[src/rtl/branch_resolve_unit_pkg.sv]
// Shared types and constants for the EX-stage branch resolution unit.
// The prediction metadata carried alongside each instruction through ID and EX.
package branch_resolve_unit_pkg;

  localparam int unsigned BRU_XLEN   = 32;
  localparam int unsigned INSN_BYTES = 4;

  typedef struct packed {
    logic                v;
    logic                pred_taken;
    logic [BRU_XLEN-1:0] pred_target;
  } pred_meta_t;

  localparam pred_meta_t META_RESET = '0;

endpackage

[src/rtl/bru_perf_counters.sv]
// Branch and mispredict event counters; free-running, wrapping, one enable each.
module bru_perf_counters #(
  parameter int unsigned CNT_W = 32
) (
  input  logic             clk,
  input  logic             rst_n,
  input  logic             inc_branch,
  input  logic             inc_mispredict,
  output logic [CNT_W-1:0] branch_count,
  output logic [CNT_W-1:0] mispredict_count
);

  always_ff @(posedge clk or negedge rst_n) begin
    if (!rst_n) begin
      branch_count     <= '0;
      mispredict_count <= '0;
    end else begin
      if (inc_branch)     branch_count     <= branch_count + CNT_W'(1);
      if (inc_mispredict) mispredict_count <= mispredict_count + CNT_W'(1);
    end
  end

endmodule

[src/rtl/branch_resolve_unit.sv]
// Carries IF-stage predictions through ID/EX, resolves them against the real outcome,
// raises a one-shot redirect on mispredict and trains the predictor a cycle later.
module branch_resolve_unit
  import branch_resolve_unit_pkg::*;
#(
  parameter int unsigned XLEN  = BRU_XLEN,  // must match the slot width in the package
  parameter int unsigned CNT_W = 32
) (
  input  logic             clk,
  input  logic             rst_n,
  input  logic             if_valid,
  input  logic [XLEN-1:0]  pc_if,
  input  logic             pred_taken_if,
  input  logic [XLEN-1:0]  pred_target_if,
  input  logic             stall_id,
  input  logic             stall_ex,
  input  logic             flush_ext,
  input  logic             ex_valid,
  input  logic [XLEN-1:0]  pc_ex,
  input  logic             is_branch_ex,
  input  logic             is_jump_ex,
  input  logic             cond_taken_ex,
  input  logic [XLEN-1:0]  target_ex,
  output logic             redirect_valid,
  output logic [XLEN-1:0]  redirect_pc,
  output logic             flush_front,
  output logic             upd_valid,
  output logic [XLEN-1:0]  upd_pc,
  output logic             upd_taken,
  output logic [XLEN-1:0]  upd_target,
  output logic             upd_is_branch,
  output logic             upd_is_jump,
  output logic [CNT_W-1:0] branch_count,
  output logic [CNT_W-1:0] mispredict_count
);

  pred_meta_t      id_q, id_d, ex_q, ex_d;
  logic            resolved_q, resolved_d;
  logic            ex_live, is_cti, actual_taken, mispredict, upd_valid_d;
  logic [XLEN-1:0] seq_pc, actual_next, pred_next;

  // The IF PC is not needed: slots are matched to EX purely by pipeline position.
  logic unused_pc_if;
  assign unused_pc_if = ^pc_if;

  always_comb begin
    ex_live      = ex_valid & ex_q.v;
    is_cti       = is_branch_ex | is_jump_ex;
    seq_pc       = pc_ex + XLEN'(INSN_BYTES);
    actual_taken = is_jump_ex | (is_branch_ex & cond_taken_ex);
    actual_next  = actual_taken ? target_ex : seq_pc;
    pred_next    = (ex_q.v & ex_q.pred_taken) ? ex_q.pred_target : seq_pc;
    mispredict   = ex_live & ~resolved_q & ~flush_ext & (pred_next != actual_next);
    upd_valid_d  = ex_live & is_cti & ~resolved_q & ~flush_ext;
  end

  assign redirect_valid = mispredict;
  assign redirect_pc    = actual_next;
  assign flush_front    = mispredict;

  always_comb begin
    id_d = id_q;
    if (!stall_id) begin
      id_d.v           = if_valid;
      id_d.pred_taken  = pred_taken_if;
      id_d.pred_target = pred_target_if;
    end
    if (flush_ext || mispredict) id_d.v = 1'b0;

    ex_d = ex_q;
    if (!stall_ex) ex_d = id_q;
    if (flush_ext) ex_d.v = 1'b0;

    // Once an instruction held in EX has been resolved, suppress repeat redirect/update.
    resolved_d = resolved_q;
    if (flush_ext || !stall_ex) resolved_d = 1'b0;
    else if (ex_live)           resolved_d = 1'b1;
  end

  always_ff @(posedge clk or negedge rst_n) begin
    if (!rst_n) begin
      id_q          <= META_RESET;
      ex_q          <= META_RESET;
      resolved_q    <= 1'b0;
      upd_valid     <= 1'b0;
      upd_pc        <= '0;
      upd_taken     <= 1'b0;
      upd_target    <= '0;
      upd_is_branch <= 1'b0;
      upd_is_jump   <= 1'b0;
    end else begin
      id_q       <= id_d;
      ex_q       <= ex_d;
      resolved_q <= resolved_d;
      upd_valid  <= upd_valid_d;
      if (upd_valid_d) begin
        upd_pc        <= pc_ex;
        upd_taken     <= actual_taken;
        upd_target    <= target_ex;
        upd_is_branch <= is_branch_ex;
        upd_is_jump   <= is_jump_ex;
      end
    end
  end

  bru_perf_counters #(
    .CNT_W (CNT_W)
  ) u_perf (
    .clk              (clk),
    .rst_n            (rst_n),
    .inc_branch       (upd_valid_d),
    .inc_mispredict   (mispredict & (is_cti | ex_q.pred_taken)),
    .branch_count     (branch_count),
    .mispredict_count (mispredict_count)
  );

endmodule

[config.mk]
export PLATFORM = sky130hd
export DESIGN_NAME = branch_resolve_unit
export DESIGN_NICKNAME = d
export VERILOG_FILES = /design/src/rtl/branch_resolve_unit_pkg.sv /design/src/rtl/bru_perf_counters.sv /design/src/rtl/branch_resolve_unit.sv
export SDC_FILE = /design/constraint.sdc
export NUM_CORES = 1
export LEC_CHECK = 0
export CAP_MARGIN = 20
export CORE_MARGIN = 2
export CORE_UTILIZATION = 40
export CTS_CLUSTER_SIZE = 10
export DETAILED_ROUTE_END_ITERATION = 8
export PLACE_DENSITY = 0.65
export SYNTH_ARGS = -nofsm -noshare
export SYNTH_HDL_FRONTEND = slang
export SYNTH_HIERARCHICAL = 1
export SYNTH_SLANG_ARGS = --single-unit
[constraint.sdc]
create_clock -name clk -period 5.45 [get_ports clk]
set_clock_uncertainty 0.1 [all_clocks]
set_input_delay 0.8175 -clock clk [delete_from_list [all_inputs] [get_ports clk]]
set_output_delay 0.8175 -clock clk [all_outputs]
set_load 0.1 [all_outputs]
Word-level counts from Yosys, hierarchy flattened
Cells that the tools add are included.
W data, S select, Z words.
- register bits: 201
- input bits: 139
- output and inout port bits: 166
- logic and storage cells: 48
- $add $sub $neg: 3
- eq/ne operators: 3
- multiplexer cells: 8
- bitwise logic cells: 15
- reduce and logical (&&, ||, !) cells: 4
- operators with widths (cell ; number):
    $mux W34 ; 2
    $add A32 B1 Y32 const B ; 2
    $mux W32 ; 2
    $add A32 B3 Y32 const B ; 1
    $ne A32 B32 Y1 ; 1
    $and A1 B1 Y1 ; 10
    $mux W1 ; 4
    $ne A2 B1 Y1 const B ; 2
    $or A1 B1 Y1 ; 3
    $logic_or A1 B1 Y1 ; 2
    $not A1 Y1 ; 2
    $reduce_bool A2 Y1 ; 1
    $logic_not A1 Y1 ; 1

Logic depth before layout (Yosys ltp)
- depth after elaboration: 7
- depth in mapped cells: 15
- gate-level depth less buffers: 13

Hierarchy
The synthesis kept the hierarchy.
- by module, submodules not included (module ; times used ; cells each ; area an instance (um^2) ; seq. area each (um^2)):
    branch_resolve_unit ; 1 ; 753 ; 8144.1 ; 3428.3
    bru_perf_counters ; 1 ; 253 ; 2955.3 ; 1601.5

Worst setup path after synthesis
No wires, ideal clock.
- path kind: input-to-output
- start: input pc_ex[5]
- end: output redirect_valid
- arrival time: 5.889 ns
- data required time: 4.533 ns
- path slack: -1.357 ns
- stages: 11
- buffers on the path: 3
- path through: buf_2 > nand4_1 > buf_2 > or4_1 > a31oi_1 > xor2_1 > a21oi_1 > nand4_1 > nor4_4 > a31oi_1 > buf_4
- longest elaborated chain between the ends: 4
- RTL lines (what ; RTL line ; RTL):
    start: declaration ; branch_resolve_unit.sv:19 ; input logic [XLEN-1:0] pc_ex,
    $add A32 B3 Y32 ; branch_resolve_unit.sv:49 ; seq_pc = pc_ex + XLEN'(INSN_BYTES);
    $mux W32 ; branch_resolve_unit.sv:51 ; actual_next = actual_taken ? target_ex : seq_pc;
    net redirect_pc[11] ; branch_resolve_unit.sv:25 ; output logic [XLEN-1:0] redirect_pc,
    $ne A32 B32 Y1 ; branch_resolve_unit.sv:53 ; mispredict = ex_live & ~resolved_q & ~flush_ext & (pred_next != actual_next);
    $and A1 B1 Y1 ; branch_resolve_unit.sv:53 ;
    end: declaration ; branch_resolve_unit.sv:24 ; output logic redirect_valid,
The timed path passes the listed nets, and every way through them passes these cells.

Worst setup path after layout
- start: input pc_ex[3]
- end: output redirect_valid
- longest elaborated chain between the ends: 4
- RTL lines (what ; RTL line):
    $add A32 B3 Y32 (*) ; branch_resolve_unit.sv:49
    $mux W32, on equally long branches ; branch_resolve_unit.sv:52, branch_resolve_unit.sv:51
    $ne A32 B32 Y1 (*) ; branch_resolve_unit.sv:53
    $and A1 B1 Y1 (*) ; branch_resolve_unit.sv:53
Every way passes the cells marked *; elsewhere a longest branch is shown, timed or not.

==> results.md <==
- TNS Setup: 0 ns
- Fill count: 2,371
- Final setup fails: 0
- Cell internal pwr: 3.06 mW
- Largest net degree at the start of global routing: 106
- Asr flop ratio synth: 100%
- Sw power: 2.02 mW
- CTS tree: built
- Synth cell types: 75
- H-tree lvl count: 1
- Layout cells sized above 1: 22.3%
- CP Class: primary input to output port
- Status: finished, final reports clean
- Seq/Total Area, Yosys: 45.3%
- Full die area: 29,100 um^2
- Yosys top cell area share: 45.3%
- FP Rows: 60
- Fin crit share: 95.8%
- Vias in the first global route: 8,874
- Antenna violations before repair: 1
- Post-DP HPWL: 25,000 um
- Root Driver: clkbuf_16
- Layout area overhead: 36.4%
- Final-stage net count: 1,440
- Min cycle time layout: 5.22 ns
- Die H: 171 um
- Critical Path AT: 4.30 ns
- Finished Layout Cells: 1,680
- Core area: 27,100 um^2
- Power after layout: 5.09 mW
- FF+latch count, synth: 201
- DR DRC count: 0
- Via density: 5.39
- Worst Hold Class: primary input to async pin
- Worst vdd ir: 0.000284 V
- Num CTS Buffers: 25
- Post-CTS setup buffers: 0
- Worst setup slack after layout: 0.228 ns
- Number of port buffers: 272
- Slew Limit Fails: 0
- Mapped Cells: 1,006
- Clk sinks: 201
- Yosys warnings: 6
- Drt total wl: 33,300 um
- GR Util All Layers: 22.8%
- Worst Setup End Kind: output port
- Post-DRT Antenna Nets: 0
- Seq pwr share: 35.0%
- Most frequent cell after synthesis: dfrtp_1
- WP data required: 4.53 ns
- Clock share of power: 29.0%
- First-pass GRT wire length: 51,700 um
- Post-synth EDFFs: 0
- Clk slew on worst S/H paths: 0.05 ns
- RD Place Congestion: 0.942
- WL/cell: 19.8 um
- Clk buf depth: 3
- Syn Std Cell Area: 11,100 um^2
- Initial Util: 41.0%
- DP Worst Slack: 0.258 ns
- PD cells: 336 nW/um^2
- Avg Cell Area, Syn: 11.0 um^2
- Comb power frac: 36.0%
- CP Launch Type: primary input
- Critical path fanouts, max: 8
- Leakage power: 6.41 nW
- Via count: 9,047
- Max-slew headroom: 29.4%
- Top_reg_cell synth: dfrtp_1
- Pre-antenna DRT Iters: 5
- Sw frac: 39.7%
- Most frequent cells after synthesis: 201 x dfrtp_1, 134 x mux2_2, 84 x xnor2_1
- Final Hold Fails: 0
- Placed cells: 1,642
- Die Wd: 171 um
- Worst hold slack: 0.282 ns
- Area leader, netlist: dfrtp_1
- GRT Residual Overflow: 0
- I/O pin total: 305
- Worst-margin pin slew: 1.06 ns
- Fmax achieved: 0.191 GHz
- Syn nets: 1,148
- Clk_lat worst skew: 0.52 ns
- Synth top area cells: dfrtp_1 45%, mux2_2 14%, xnor2_1 6.6%, xor2_1 4.4%, nand2_1 2.7%
- Maxcap violations: 0
- DR iter-0 viols: 571
flip-flops by register name (all words and copies together), names as in the netlist:
register                 count
ex_q                        34
upd_is_branch                1
id_q                        34
upd_is_jump                  1
u_perf/branch_count         32
upd_pc                      32
upd_target                  32
u_perf/mispredict_count     32
upd_taken                    1
upd_valid                    1
resolved_q                   1
cells by family after synthesis:
group	Yosys count	synth area share, %
flip-flops	201	45.3
multiplexers	143	14.4
buffers and inverters	68	2.77
AO/OA/AOI/OAI	133	8.30
XOR/XNOR	146	12.3
AND/OR/NAND/NOR	312	16.6
adder cells (fa/ha/maj)	3	0.338
power groups by stage:
stage	Clock (mW)	Sequential, mW	Combinational, mW
final	1.48	1.78	1.83
after floorplan	0	2.56	0.531
after CTS	1.52	1.78	1.83
after detailed placement	0	1.81	1.83
after global placement	0	1.80	1.82
after global routing	1.58	1.80	1.90
timing repair:
| item | 4_1_cts | 5_1_grt |
|---|---|---|
| gates resized for setup | 0 | 2 |
| setup endpoints to repair | 0 | 2 |
| hold buffers | 0 | 0 |
layer usage:
layer | GRT usage (%) | part of all wire (%) | vias to the layer above
met1 | 32.0 | 45 | 4451
met4 | 6.32 | 2.8 | 0
met5 | 0 | 0 | -
li1 | - | - | 4239
met2 | 36.4 | 46 | 304
met3 | 3.93 | 6.7 | 53
final cells by class:
type	count	area [um^2]	area share (%)
sequential	201	5030	33.2
multi-input combinational	737	5810	38.4
antenna	1	2.50	0.0165
clock buffer	34	699	4.62
inverter	11	41.3	0.273
clock inverter	2	10.0	0.0661
tap	372	465	3.07
timing repair buffer	322	3090	20.4
stage by stage:
stage | area (um^2) | utilization [%]
final | 15100 | 55.9
after global routing | 15100 | 55.9
after detailed placement | 14400 | 53.2
after global placement | 14400 | 53.2
after floorplan | 11100 | -
after CTS | 15100 | 55.8
critical path, stage by stage:
cell and delay [ns]:
clkdlybuf4s50_1 0.57, ha_1 0.24, and3_1 0.27, nand3_2 0.27, xnor2_2 0.25, mux2_2 0.28, a2111oi_0 0.43, nand4_1 0.31
nor4_4 0.36, a31oi_2 0.26, buf_12 0.24
path summary, 6_finish.rpt:
check	startpoint	endpoint	slack, ns	cells past startpoint
setup / recovery	pc_ex[3]	redirect_valid	0.23	11
hold / removal	rst_n	upd_target[11]	0.28	1
setup reg to reg	ex_q[33]	u_perf/mispredict_count[21]	1.24	13
hold reg to reg	u_perf/branch_count[31]	u_perf/branch_count[31]	0.38	1
max in group asynchronous	rst_n	ex_q[21]	3.93	2
min in group clk	u_perf/branch_count[31]	u_perf/branch_count[31]	0.38	1
cell usage in the layout, fill, tap and decap left out, types with 5 or more instances in the layout:
cell and instances:
a21oi_1 14, a22o_1 5, a22oi_1 5, a31oi_1 16
and2_1 14, and3_1 20, and4_1 9, buf_12 6
buf_4 78, clkbuf_1 5, clkbuf_16 25, clkbuf_8 5
clkdlybuf4s50_1 236, dfrtp_1 201, inv_1 11, mux2_2 134
mux2i_1 8, nand2_1 81, nand3_1 37, nand3b_1 5
nand4_1 33, nor2_1 35, nor3_1 18, nor4_1 8
nor4_2 6, nor4_4 5, o21ai_0 33, o22ai_1 9
or3_1 9, or4_1 5, xnor2_1 83, xnor3_1 5
xor2_1 56
Power figures use the tool's default switching activity.
